### config.mk
export PLATFORM = sky130hd
export DESIGN_NAME = periph_bus_flat
export DESIGN_NICKNAME = d
export VERILOG_FILES = /design/src/rtl/periph_bus_pkg.sv /design/src/rtl/periph_bus_if.sv /design/src/rtl/periph_slot_decoder.sv /design/src/rtl/periph_bus.sv /design/src/flat_wrapper.sv
export SDC_FILE = /design/constraint.sdc
export NUM_CORES = 1
export LEC_CHECK = 0
export CAP_MARGIN = 10
export CELL_PAD_IN_SITES_DETAIL_PLACEMENT = 0
export CELL_PAD_IN_SITES_GLOBAL_PLACEMENT = 1
export CORE_AREA = 2 2 147 149
export CTS_BUF_LIST = sky130_fd_sc_hd__clkbuf_8
export CTS_CLUSTER_SIZE = 20
export DETAILED_ROUTE_END_ITERATION = 8
export DIE_AREA = 0 0 149 151
export DONT_BUFFER_PORTS = 1
export PLACE_DENSITY = 0.45
export SLEW_MARGIN = 20
export SYNTH_ARGS = -nofsm -noshare
export SYNTH_HDL_FRONTEND = slang
export SYNTH_SLANG_ARGS = --single-unit
export TNS_END_PERCENT = 20
### constraint.sdc
create_clock -name clk -period 3.33 [get_ports clk]
set_input_delay 0.4995 -clock clk [delete_from_list [all_inputs] [get_ports clk]]
set_output_delay 0.4995 -clock clk [all_outputs]
set_load 0.01 [all_outputs]
### src/rtl/periph_bus_pkg.sv
// Shared definitions for the peripheral bus bridge: FSM states, slot
// addressing geometry and the default slot map.
package periph_bus_pkg;

    typedef enum logic [1:0] {
        IDLE   = 2'd0,
        ACCESS = 2'd1,
        DONE   = 2'd2
    } state_t;

    // Each slot owns one 32-bit word of byte address space.
    localparam int SLOT_STRIDE = 4;
    localparam int STRIDE_LSB  = $clog2(SLOT_STRIDE);

    // Wait counter width; TIMEOUT must fit in it.
    localparam int WCNT_W = 4;

    // Default slot map.
    localparam int SLOT_DIN    = 0;
    localparam int SLOT_DOUT   = 1;
    localparam int SLOT_TIMER0 = 2;
    localparam int SLOT_TIMER1 = 3;
    localparam int SLOT_PWM0   = 4;
    localparam int SLOT_ADOUT  = 5;
    localparam int SLOT_7SEG   = 6;

endpackage

### src/rtl/periph_bus_if.sv
// Bundle of the CPU-side request/response signals and the slot-side
// select/ack signals. The slave modport is the bridge's view; the master
// modport is the environment (CPU plus peripherals) driving it.
interface periph_bus_if #(
    parameter int N_SLOTS = 8,
    parameter int DATA_W  = 32,
    parameter int ADDR_W  = 6
);
    // CPU side
    logic                        req;
    logic [ADDR_W-1:0]           A;
    logic [DATA_W-1:0]           WD;
    logic                        WE;
    logic                        rdy;
    logic [DATA_W-1:0]           RD;
    logic                        err;
    // Slot side
    logic [N_SLOTS-1:0]          s_sel;
    logic                        s_WE;
    logic [DATA_W-1:0]           s_WD;
    logic [N_SLOTS*DATA_W-1:0]   s_RD;
    logic [N_SLOTS-1:0]          s_ack;

    modport master (
        output req, A, WD, WE, s_RD, s_ack,
        input  rdy, RD, err, s_sel, s_WE, s_WD
    );

    modport slave (
        input  req, A, WD, WE, s_RD, s_ack,
        output rdy, RD, err, s_sel, s_WE, s_WD
    );
endinterface

### src/rtl/periph_slot_decoder.sv
// Combinational address decoder: byte address -> one-hot slot select plus
// a valid flag. Misaligned or out-of-range addresses give valid=0, sel=0.
module periph_slot_decoder
    import periph_bus_pkg::*;
#(
    parameter int N_SLOTS = 8,
    parameter int ADDR_W  = 6
) (
    input  logic [ADDR_W-1:0]  addr,
    output logic [N_SLOTS-1:0] sel,
    output logic               valid
);
    logic [ADDR_W-STRIDE_LSB-1:0] slot;
    logic                         aligned;

    // Slot index is the word address; only word-aligned accesses decode.
    always_comb begin
        slot    = addr[ADDR_W-1:STRIDE_LSB];
        aligned = (addr[STRIDE_LSB-1:0] == '0);
        valid   = aligned && (32'(slot) < 32'(N_SLOTS));
        sel     = '0;
        for (int k = 0; k < N_SLOTS; k++) begin
            sel[k] = valid && (32'(slot) == 32'(k));
        end
    end
endmodule

### src/rtl/periph_bus.sv
// Single-outstanding CPU-to-peripheral bridge. A request sampled in IDLE is
// decoded to a slot; the slot is held selected until it acks or the wait
// counter times out, then a one-cycle rdy pulse returns RD/err.
module periph_bus
    import periph_bus_pkg::*;
#(
    parameter int N_SLOTS = 8,
    parameter int DATA_W  = 32,
    parameter int ADDR_W  = 6,
    parameter int TIMEOUT = 15
) (
    input  logic        clk,
    input  logic        rst,
    periph_bus_if.slave bus
);
    // Last ACCESS cycle in which an ack is still accepted; without an ack
    // there the counter reaches TIMEOUT and the access fails.
    localparam logic [WCNT_W-1:0] WCNT_LAST = WCNT_W'(TIMEOUT - 1);

    state_t              state_q, state_d;
    logic [N_SLOTS-1:0]  sel_q,   sel_d;
    logic                we_q,    we_d;
    logic [DATA_W-1:0]   wd_q,    wd_d;
    logic [DATA_W-1:0]   rd_q,    rd_d;
    logic                rdy_q,   rdy_d;
    logic                err_q,   err_d;
    logic [WCNT_W-1:0]   wcnt_q,  wcnt_d;

    logic [N_SLOTS-1:0]  dec_sel;
    logic                dec_valid;
    logic                ack_hit;
    logic [DATA_W-1:0]   slot_rd;

    periph_slot_decoder #(
        .N_SLOTS (N_SLOTS),
        .ADDR_W  (ADDR_W)
    ) u_dec (
        .addr  (bus.A),
        .sel   (dec_sel),
        .valid (dec_valid)
    );

    // Ack and read data are qualified by the latched select, so acks from
    // unselected slots never complete an access.
    always_comb begin
        ack_hit = |(bus.s_ack & sel_q);
        slot_rd = '0;
        for (int k = 0; k < N_SLOTS; k++) begin
            if (sel_q[k]) begin
                slot_rd = slot_rd | bus.s_RD[k*DATA_W +: DATA_W];
            end
        end
    end

    // Next-state and registered-output computation for the access FSM.
    always_comb begin
        state_d = state_q;
        sel_d   = sel_q;
        we_d    = we_q;
        wd_d    = wd_q;
        rd_d    = rd_q;
        err_d   = err_q;
        wcnt_d  = wcnt_q;
        rdy_d   = 1'b0;
        case (state_q)
            IDLE: begin
                if (bus.req) begin
                    we_d   = bus.WE;
                    wd_d   = bus.WD;
                    wcnt_d = '0;
                    if (dec_valid) begin
                        sel_d   = dec_sel;
                        state_d = ACCESS;
                    end else begin
                        sel_d   = '0;
                        rd_d    = '0;
                        err_d   = 1'b1;
                        rdy_d   = 1'b1;
                        state_d = DONE;
                    end
                end
            end
            ACCESS: begin
                if (ack_hit) begin
                    rd_d    = we_q ? '0 : slot_rd;
                    err_d   = 1'b0;
                    sel_d   = '0;
                    rdy_d   = 1'b1;
                    state_d = DONE;
                end else if (wcnt_q == WCNT_LAST) begin
                    wcnt_d  = wcnt_q + 1'b1;
                    rd_d    = '0;
                    err_d   = 1'b1;
                    sel_d   = '0;
                    rdy_d   = 1'b1;
                    state_d = DONE;
                end else begin
                    wcnt_d  = wcnt_q + 1'b1;
                end
            end
            DONE: begin
                state_d = IDLE;
            end
            default: begin
                sel_d   = '0;
                state_d = IDLE;
            end
        endcase
    end

    // State and output registers; reset aborts any access in flight.
    always_ff @(posedge clk or posedge rst) begin
        if (rst) begin
            state_q <= IDLE;
            sel_q   <= '0;
            we_q    <= 1'b0;
            wd_q    <= '0;
            rd_q    <= '0;
            rdy_q   <= 1'b0;
            err_q   <= 1'b0;
            wcnt_q  <= '0;
        end else begin
            state_q <= state_d;
            sel_q   <= sel_d;
            we_q    <= we_d;
            wd_q    <= wd_d;
            rd_q    <= rd_d;
            rdy_q   <= rdy_d;
            err_q   <= err_d;
            wcnt_q  <= wcnt_d;
        end
    end

    assign bus.s_sel = sel_q;
    assign bus.s_WE  = we_q;
    assign bus.s_WD  = wd_q;
    assign bus.rdy   = rdy_q;
    assign bus.RD    = rd_q;
    assign bus.err   = err_q;
endmodule

### src/flat_wrapper.sv
// flat-port wrapper written by rule: the top's interface ports become plain ports
module periph_bus_flat import periph_bus_pkg::*;
#(
    parameter int N_SLOTS = 8,
    parameter int DATA_W  = 32,
    parameter int ADDR_W  = 6,
    parameter int TIMEOUT = 15
)
  (clk, rst, bus_req, bus_A, bus_WD, bus_WE, bus_s_RD, bus_s_ack, bus_rdy, bus_RD, bus_err, bus_s_sel, bus_s_WE, bus_s_WD);
  periph_bus_if #(.N_SLOTS(N_SLOTS), .DATA_W(DATA_W), .ADDR_W(ADDR_W)) bus_i ();
  input  logic clk;
  input  logic rst;
  input wire logic [$bits(bus_i.req)-1:0] bus_req;
  input wire logic [$bits(bus_i.A)-1:0] bus_A;
  input wire logic [$bits(bus_i.WD)-1:0] bus_WD;
  input wire logic [$bits(bus_i.WE)-1:0] bus_WE;
  input wire logic [$bits(bus_i.s_RD)-1:0] bus_s_RD;
  input wire logic [$bits(bus_i.s_ack)-1:0] bus_s_ack;
  output wire logic [$bits(bus_i.rdy)-1:0] bus_rdy;
  output wire logic [$bits(bus_i.RD)-1:0] bus_RD;
  output wire logic [$bits(bus_i.err)-1:0] bus_err;
  output wire logic [$bits(bus_i.s_sel)-1:0] bus_s_sel;
  output wire logic [$bits(bus_i.s_WE)-1:0] bus_s_WE;
  output wire logic [$bits(bus_i.s_WD)-1:0] bus_s_WD;
  assign bus_i.req = bus_req;
  assign bus_i.A = bus_A;
  assign bus_i.WD = bus_WD;
  assign bus_i.WE = bus_WE;
  assign bus_i.s_RD = bus_s_RD;
  assign bus_i.s_ack = bus_s_ack;
  assign bus_rdy = bus_i.rdy;
  assign bus_RD = bus_i.RD;
  assign bus_err = bus_i.err;
  assign bus_s_sel = bus_i.s_sel;
  assign bus_s_WE = bus_i.s_WE;
  assign bus_s_WD = bus_i.s_WD;
  periph_bus #(.N_SLOTS(N_SLOTS), .DATA_W(DATA_W), .ADDR_W(ADDR_W), .TIMEOUT(TIMEOUT)) u_core (.clk(clk), .rst(rst), .bus(bus_i));
endmodule
==> flow_summary.json, run 1 <==
{
  "rsz0062_at_grt": "false",
  "cp.required_ns": 3.63,
  "core_area_um2": 20800,
  "grt_remaining_overflow": 0,
  "yosys.cell_count.top_type": "a22oi_1",
  "yosys-top-cells-count": "128 x a22oi_1, 105 x nand2_1, 81 x dfrtp_1",
  "placementRows": 53,
  "finalSetupViolCount": 0,
  "ant_nets": 0,
  "stdcell_count": 744,
  "gr-usage-all-layers_pct": 17.0,
  "crit_path_end_kind": "flop",
  "dr_total_vias": 4257,
  "cts.clk_slew.worst_paths_ns": 0.10,
  "tightestPinTransition_ns": 0.681,
  "fin_tns_setup_ns": 0,
  "route.detailed.drc": 0,
  "place_congestion": 0.848,
  "cp-start-kind": "flop",
  "vias_per_cell": 5.72,
  "path_cells": "a22oi_4 -> nand4_4 -> o21ai_4 -> buf_12 -> a22o_1",
  "root_buffer": "clkbuf_8",
  "grt_pass1_wl_um": 28200,
  "maxCapViolations": 0,
  "clk_path_buf_depth": 2,
  "synth_seq_area_share_pct": 44.5,
  "fin_ws_ns": 1.33,
  "syn_nets": 793,
  "cts_tree": "built",
  "antenna_found_initial": 1,
  "die_area_um2": 22500,
  "syn_inst": 485,
  "path_delay_family": "compound AO/OA/AOI/OAI gates",
  "yosys-top-cells-area": "dfrtp_1 45%, a22oi_1 21%, nand2_1 8.7%",
  "synth_cell_types": 38,
  "period_needed_ns": 2.00,
  "crit_fanout": 19,
  "p_leak_uw": 0.00212,
  "ioPinCount": 381,
  "grt_pass1_vias": 4202,
  "regToRegSetupSlack_ns": 1.33,
  "drt-initial-drc-count": 337,
  "status": "finished, final reports clean",
  "cts_inserted_buffers": 9,
  "drive_above_1_share_pct": 10.0,
  "fin_crit_sh_pct": 60.1,
  "synth_edf_count": 0,
  "whs_ns": 0.0798,
  "post_drt_wl_per_cell_um": 27.3,
  "fill_cells": 2278,
  "synth_top_area_share_pct": 44.5,
  "io_buffer_count": 0,
  "cts-hold-fix-buffers": 0,
  "syn_area_um2": 4550,
  "totalWireLength_um": 20300,
  "path_buf_inv": 1,
  "cts_max_level": 3,
  "syn_area_per_cell_um2": 9.39,
  "cts_resized": 0,
  "critPathMaxStageDelay_ns": 0.57,
  "power.density_nw_per_um2": 590,
  "fmax_mhz": 500,
  "cts.sinks": 81,
  "die_w_um": 149,
  "finalHoldViolCount": 0,
  "arrival_ns": 2.30,
  "die_y_um": 151,
  "ys_seq_elements": 81,
  "grt_max_degree": 39,
  "maxSlewViolCount": 0,
  "synth_top_cell_by_area": "dfrtp_1",
  "clk-insertion-delay-late_ns": 0.37,
  "dp_hpwl_um": 15300,
  "place_ws_ns": 1.36,
  "hp-class": "input port to asynchronous set/reset pin",
  "slew_headroom_pct": 54.6,
  "start_util_pct": 21.9,
  "cpMaxStageDelayCell": "dfrtp_2",
  "vdd_drop_max_v": 0.000246,
  "async_flop_share_pct": 100,
  "area_growth_syn_to_layout_pct": 9.54,
  "worstSetupPathType": "flop to flop",
  "place_inst": 727,
  "drtPass1Iterations": 8,
  "post_cts_buffers": 0,
  "final_nets": 771,
  "yosys_warnings": 0,
  "fin_skew_ns": 0.0191,
  "synth-main-ff-cell": "dfrtp_1"
}
==> cell usage in the layout (no fill, tap or decap), drive strengths merged <==
cell	n
a22o	34
and3	1
a21o	3
ha	2
nor4	1
nor3	4
o22ai	2
a32o	2
dfrtp	81
a22oi	132
nand4	34
nand2	105
inv	5
nand2b	1
and2	1
o2bb2ai	2
o21ai	6
nor2b	2
or3	2
or4b	1
clkbuf	9
nand3b	1
diode	1
buf	14
mux2i	1
nand3	6
and4	1
clkinvlp	1
a21oi	3
clkinv	5
nor2	6
==> routing by layer <==
layer | routed length [µm] | global-route usage [%]
met5 | 0 | 0
met4 | 622 | 7.43
met1 | 7950 | 21.2
met3 | 2160 | 5.96
met2 | 9590 | 26.7
==> cell type report <==
cell class                 instances  area (µm²)  area share (%)
antenna                            1        2.50          0.0502
tap                              275         344            6.90
timing repair buffer              14         118            2.36
clock inverter                     7        52.6            1.05
multi-input combinational        353        2300            46.0
clock buffer                       9         124            2.48
sequential                        81        2030            40.8
inverter                           4        16.3           0.326
==> worst reg2reg max path, cell delays in order, from the launching register on <==
cell	delay, ns
dfrtp_2	0.57
a22oi_4	0.24
nand4_4	0.18
o21ai_4	0.52
buf_12	0.25
a22o_1	0.16
==> cell families (layout without fill, tap and decap cells) <==
| family | count (synthesis) | after routing | share of synthesized area, % |
|---|---|---|---|
| compound gates | 184 | 184 | 32.5 |
| simple gates | 166 | 166 | 17.0 |
| flops | 81 | 81 | 44.5 |
| buf+inv | 51 | 34 | 5.19 |
| fa+ha+maj | 2 | 2 | 0.550 |
| mux | 1 | 1 | 0.220 |
| other cells | 0 | 1 | 0 |
==> power breakdown <==
group | switching, µW | total (µW) | internal, µW
Combinational | 490 | 734 | 244
Clock | 428 | 705 | 277
Sequential | 299 | 1510 | 1210
Total | 1220 | 2940 | 1730
==> stage by stage <==
| step | power, µW | utilization (%) | area (µm²) |
|---|---|---|---|
| floorplan | 2040 | - | 4550 |
| global placement | 2260 | 23.1 | 4810 |
| detailed placement | 2270 | 23.1 | 4810 |
| CTS | 3000 | 23.9 | 4980 |
| global route | 3180 | 24.0 | 4990 |
| finish | 2940 | 24.0 | 4990 |
==> flip-flops by register name, indices dropped and copies added, names as in the netlist <==
register          cells
u_core.bus.s_WE       1
u_core.state_q        2
u_core.bus.s_WD      32
u_core.bus.rdy        1
u_core.wcnt_q         4
u_core.bus.err        1
u_core.bus.s_sel      8
u_core.bus.RD        32
==> worst paths after layout <==
path | from | to | cells after the start
setup reg to reg | u_core.bus.s_sel[7] | u_core.bus.RD[9] | 5
hold / removal | rst | u_core.bus.s_WD[20] | 1
min in group clk | bus_WD[18] | u_core.bus.s_WD[18] | 2
hold reg to reg | u_core.wcnt_q[2] | u_core.wcnt_q[2] | 1
max in group asynchronous | rst | u_core.bus.RD[17] | 2
setup / recovery | u_core.bus.s_sel[7] | u_core.bus.RD[9] | 5
No activity file was read; power rests on OpenSTA's default activity.
==> inputs of run 2 (changes only) <==
==> constraint.sdc (replaced) <==
create_clock -name clk -period 2.1 [get_ports clk]
set_input_delay 0.315 -clock clk [delete_from_list [all_inputs] [get_ports clk]]
set_output_delay 0.315 -clock clk [all_outputs]
set_load 0.01 [all_outputs]
==> flow_summary.json, run 2 (same netlist as run 1, synthesis figures left out) <==
{
  "crit_fanout": 17,
  "cts_max_level": 3,
  "drt-initial-drc-count": 293,
  "layout_common_cells": "128 x a22oi_1, 105 x nand2_1, 74 x dfrtp_1",
  "route.detailed.drc": 0,
  "fmax_mhz": 526,
  "final_nets": 774,
  "placementRows": 53,
  "ant_nets": 0,
  "rsz0062_at_grt": "false",
  "core_area_um2": 20800,
  "p_leak_uw": 0.00215,
  "drtPass1Iterations": 5,
  "clk-insertion-delay-late_ns": 0.36,
  "maxSlewViolCount": 0,
  "cts.sinks": 81,
  "post_drt_wl_per_cell_um": 27.5,
  "finalHoldViolCount": 0,
  "die_y_um": 151,
  "die_area_um2": 22500,
  "start_util_pct": 21.9,
  "hold_path_depth": 2,
  "dpl_cell_area_um2": 4830,
  "grt_max_degree": 35,
  "clk_path_buf_depth": 2,
  "grt_pass1_vias": 4230,
  "grt_pass1_wl_um": 27600,
  "worst_r2r_path_depth": 6,
  "status": "finished, final reports clean",
  "totalWireLength_um": 20600,
  "place_congestion": 0.782,
  "period_needed_ns": 1.90,
  "slew_headroom_pct": 52.7,
  "fin_crit_sh_pct": 90.6,
  "antenna_found_initial": 1,
  "crit_path_end": "u_core.bus.RD[30]",
  "dr_total_vias": 4223,
  "post_cts_buffers": 0,
  "fin_tns_setup_ns": 0,
  "cpMaxStageDelayCell": "o21ai_4",
  "worstSetupPathType": "flop to flop",
  "r2r_start": "u_core.wcnt_q[0]",
  "arrival_ns": 2.21,
  "vias_per_cell": 5.65,
  "cts.clk_slew.worst_paths_ns": 0.09,
  "final_common_cell": "a22oi_1",
  "worstSetupStartpoint": "u_core.wcnt_q[0]",
  "grt_remaining_overflow": 0,
  "regToRegSetupSlack_ns": 0.20,
  "hp-class": "input port to flop",
  "finalSetupViolCount": 0,
  "critPathMaxStageDelay_ns": 0.64,
  "dp_hpwl_um": 15500,
  "cp.required_ns": 2.41,
  "die_w_um": 149,
  "vdd_drop_max_v": 0.000496,
  "ioPinCount": 381,
  "io_buffer_count": 0,
  "crit_path_end_kind": "flop",
  "final_area_um2": 5060,
  "cts_tree": "built",
  "drive_above_1_share_pct": 10.6,
  "maxCapViolations": 0,
  "cp-start-kind": "flop",
  "area_growth_syn_to_layout_pct": 11.2,
  "power.density_nw_per_um2": 952,
  "path_cells": "inv_1 -> ha_1 -> nand3_1 -> nand2_1 -> o21ai_4 -> a22o_1",
  "gr-usage-all-layers_pct": 16.6,
  "cts_inserted_buffers": 9,
  "fin_skew_ns": 0.00373,
  "tightestPinTransition_ns": 0.707,
  "root_buffer": "clkbuf_8",
  "r2r-end": "u_core.bus.RD[30]"
}
==> run 2: where the power goes <==
part	total [µW]	switching, µW	internal (µW)
Combinational	1210	830	379
Clock	1230	638	587
Sequential	2380	469	1920
Total	4820	1940	2880
==> run 2: final cells by class <==
type | count | area, µm²
clock buffer | 10 | 138
clock inverter | 6 | 65.1
antenna | 1 | 2.50
fill | 2277 | 15800
inverter | 4 | 18.8
tap | 275 | 344
timing repair buffer | 16 | 148
multi-input combinational | 354 | 2310
sequential | 81 | 2040
==> run 2: metrics by stage <==
stage / power (µW) / hold WS (ns) / setup slack [ns] / utilization, % / std cells
2_1_floorplan: 3240 / 0.420 / 0.526 / - / 485
3_3_place_gp: 3570 / 0.243 / 0.112 / 23.2 / 728
3_5_place_dp: 3590 / 0.237 / 0.0313 / 23.2 / 728
4_1_cts: 4860 / 0.0182 / 0.0245 / 24.2 / 745
5_1_grt: 5180 / 0.0242 / 0.0481 / 24.3 / 747
6_report: 4820 / 0.0492 / 0.198 / 24.3 / 747
==> run 2: timing repair <==
| item | 4_1_cts | 5_1_grt |
|---|---|---|
| hold endpoints to repair | 18 | 0 |
| gates resized for setup | 0 | 1 |
| hold buffers | 1 | 0 |
| endpoints found under the setup margin | 0 | 32 |
==> run 2: worst min path at each step <==
stage,from,endpoint,slack [ns]
2_1_floorplan,bus_WD[0],u_core.bus.s_WD[0],0.42
3_3_place_gp,rst,u_core.bus.s_WD[30],0.24
3_5_place_dp,rst,u_core.bus.s_WD[29],0.24
4_1_cts,bus_WD[12],u_core.bus.s_WD[12],0.02
5_1_grt,bus_WD[5],u_core.bus.s_WD[5],0.02
6_report,bus_WD[12],u_core.bus.s_WD[12],0.05
==> run 2: layer usage <==
layer / track usage [%] / wire length (µm) / vias up
met5: 0 / 0 / -
met4: 7.71 / 638 / 0
met3: 5.90 / 2250 / 33
met2: 26.0 / 9580 / 309
met1: 20.6 / 8080 / 2051
li1: - / - / 1830
==> run 2: critical path: cells and delay by family (launching register included) <==
family / cells / cell delay, ns
compound gates: 2 / 0.89
fa+ha+maj: 1 / 0.19
buf+inv: 1 / 0.08
flops: 1 / 0.38
simple gates: 2 / 0.29
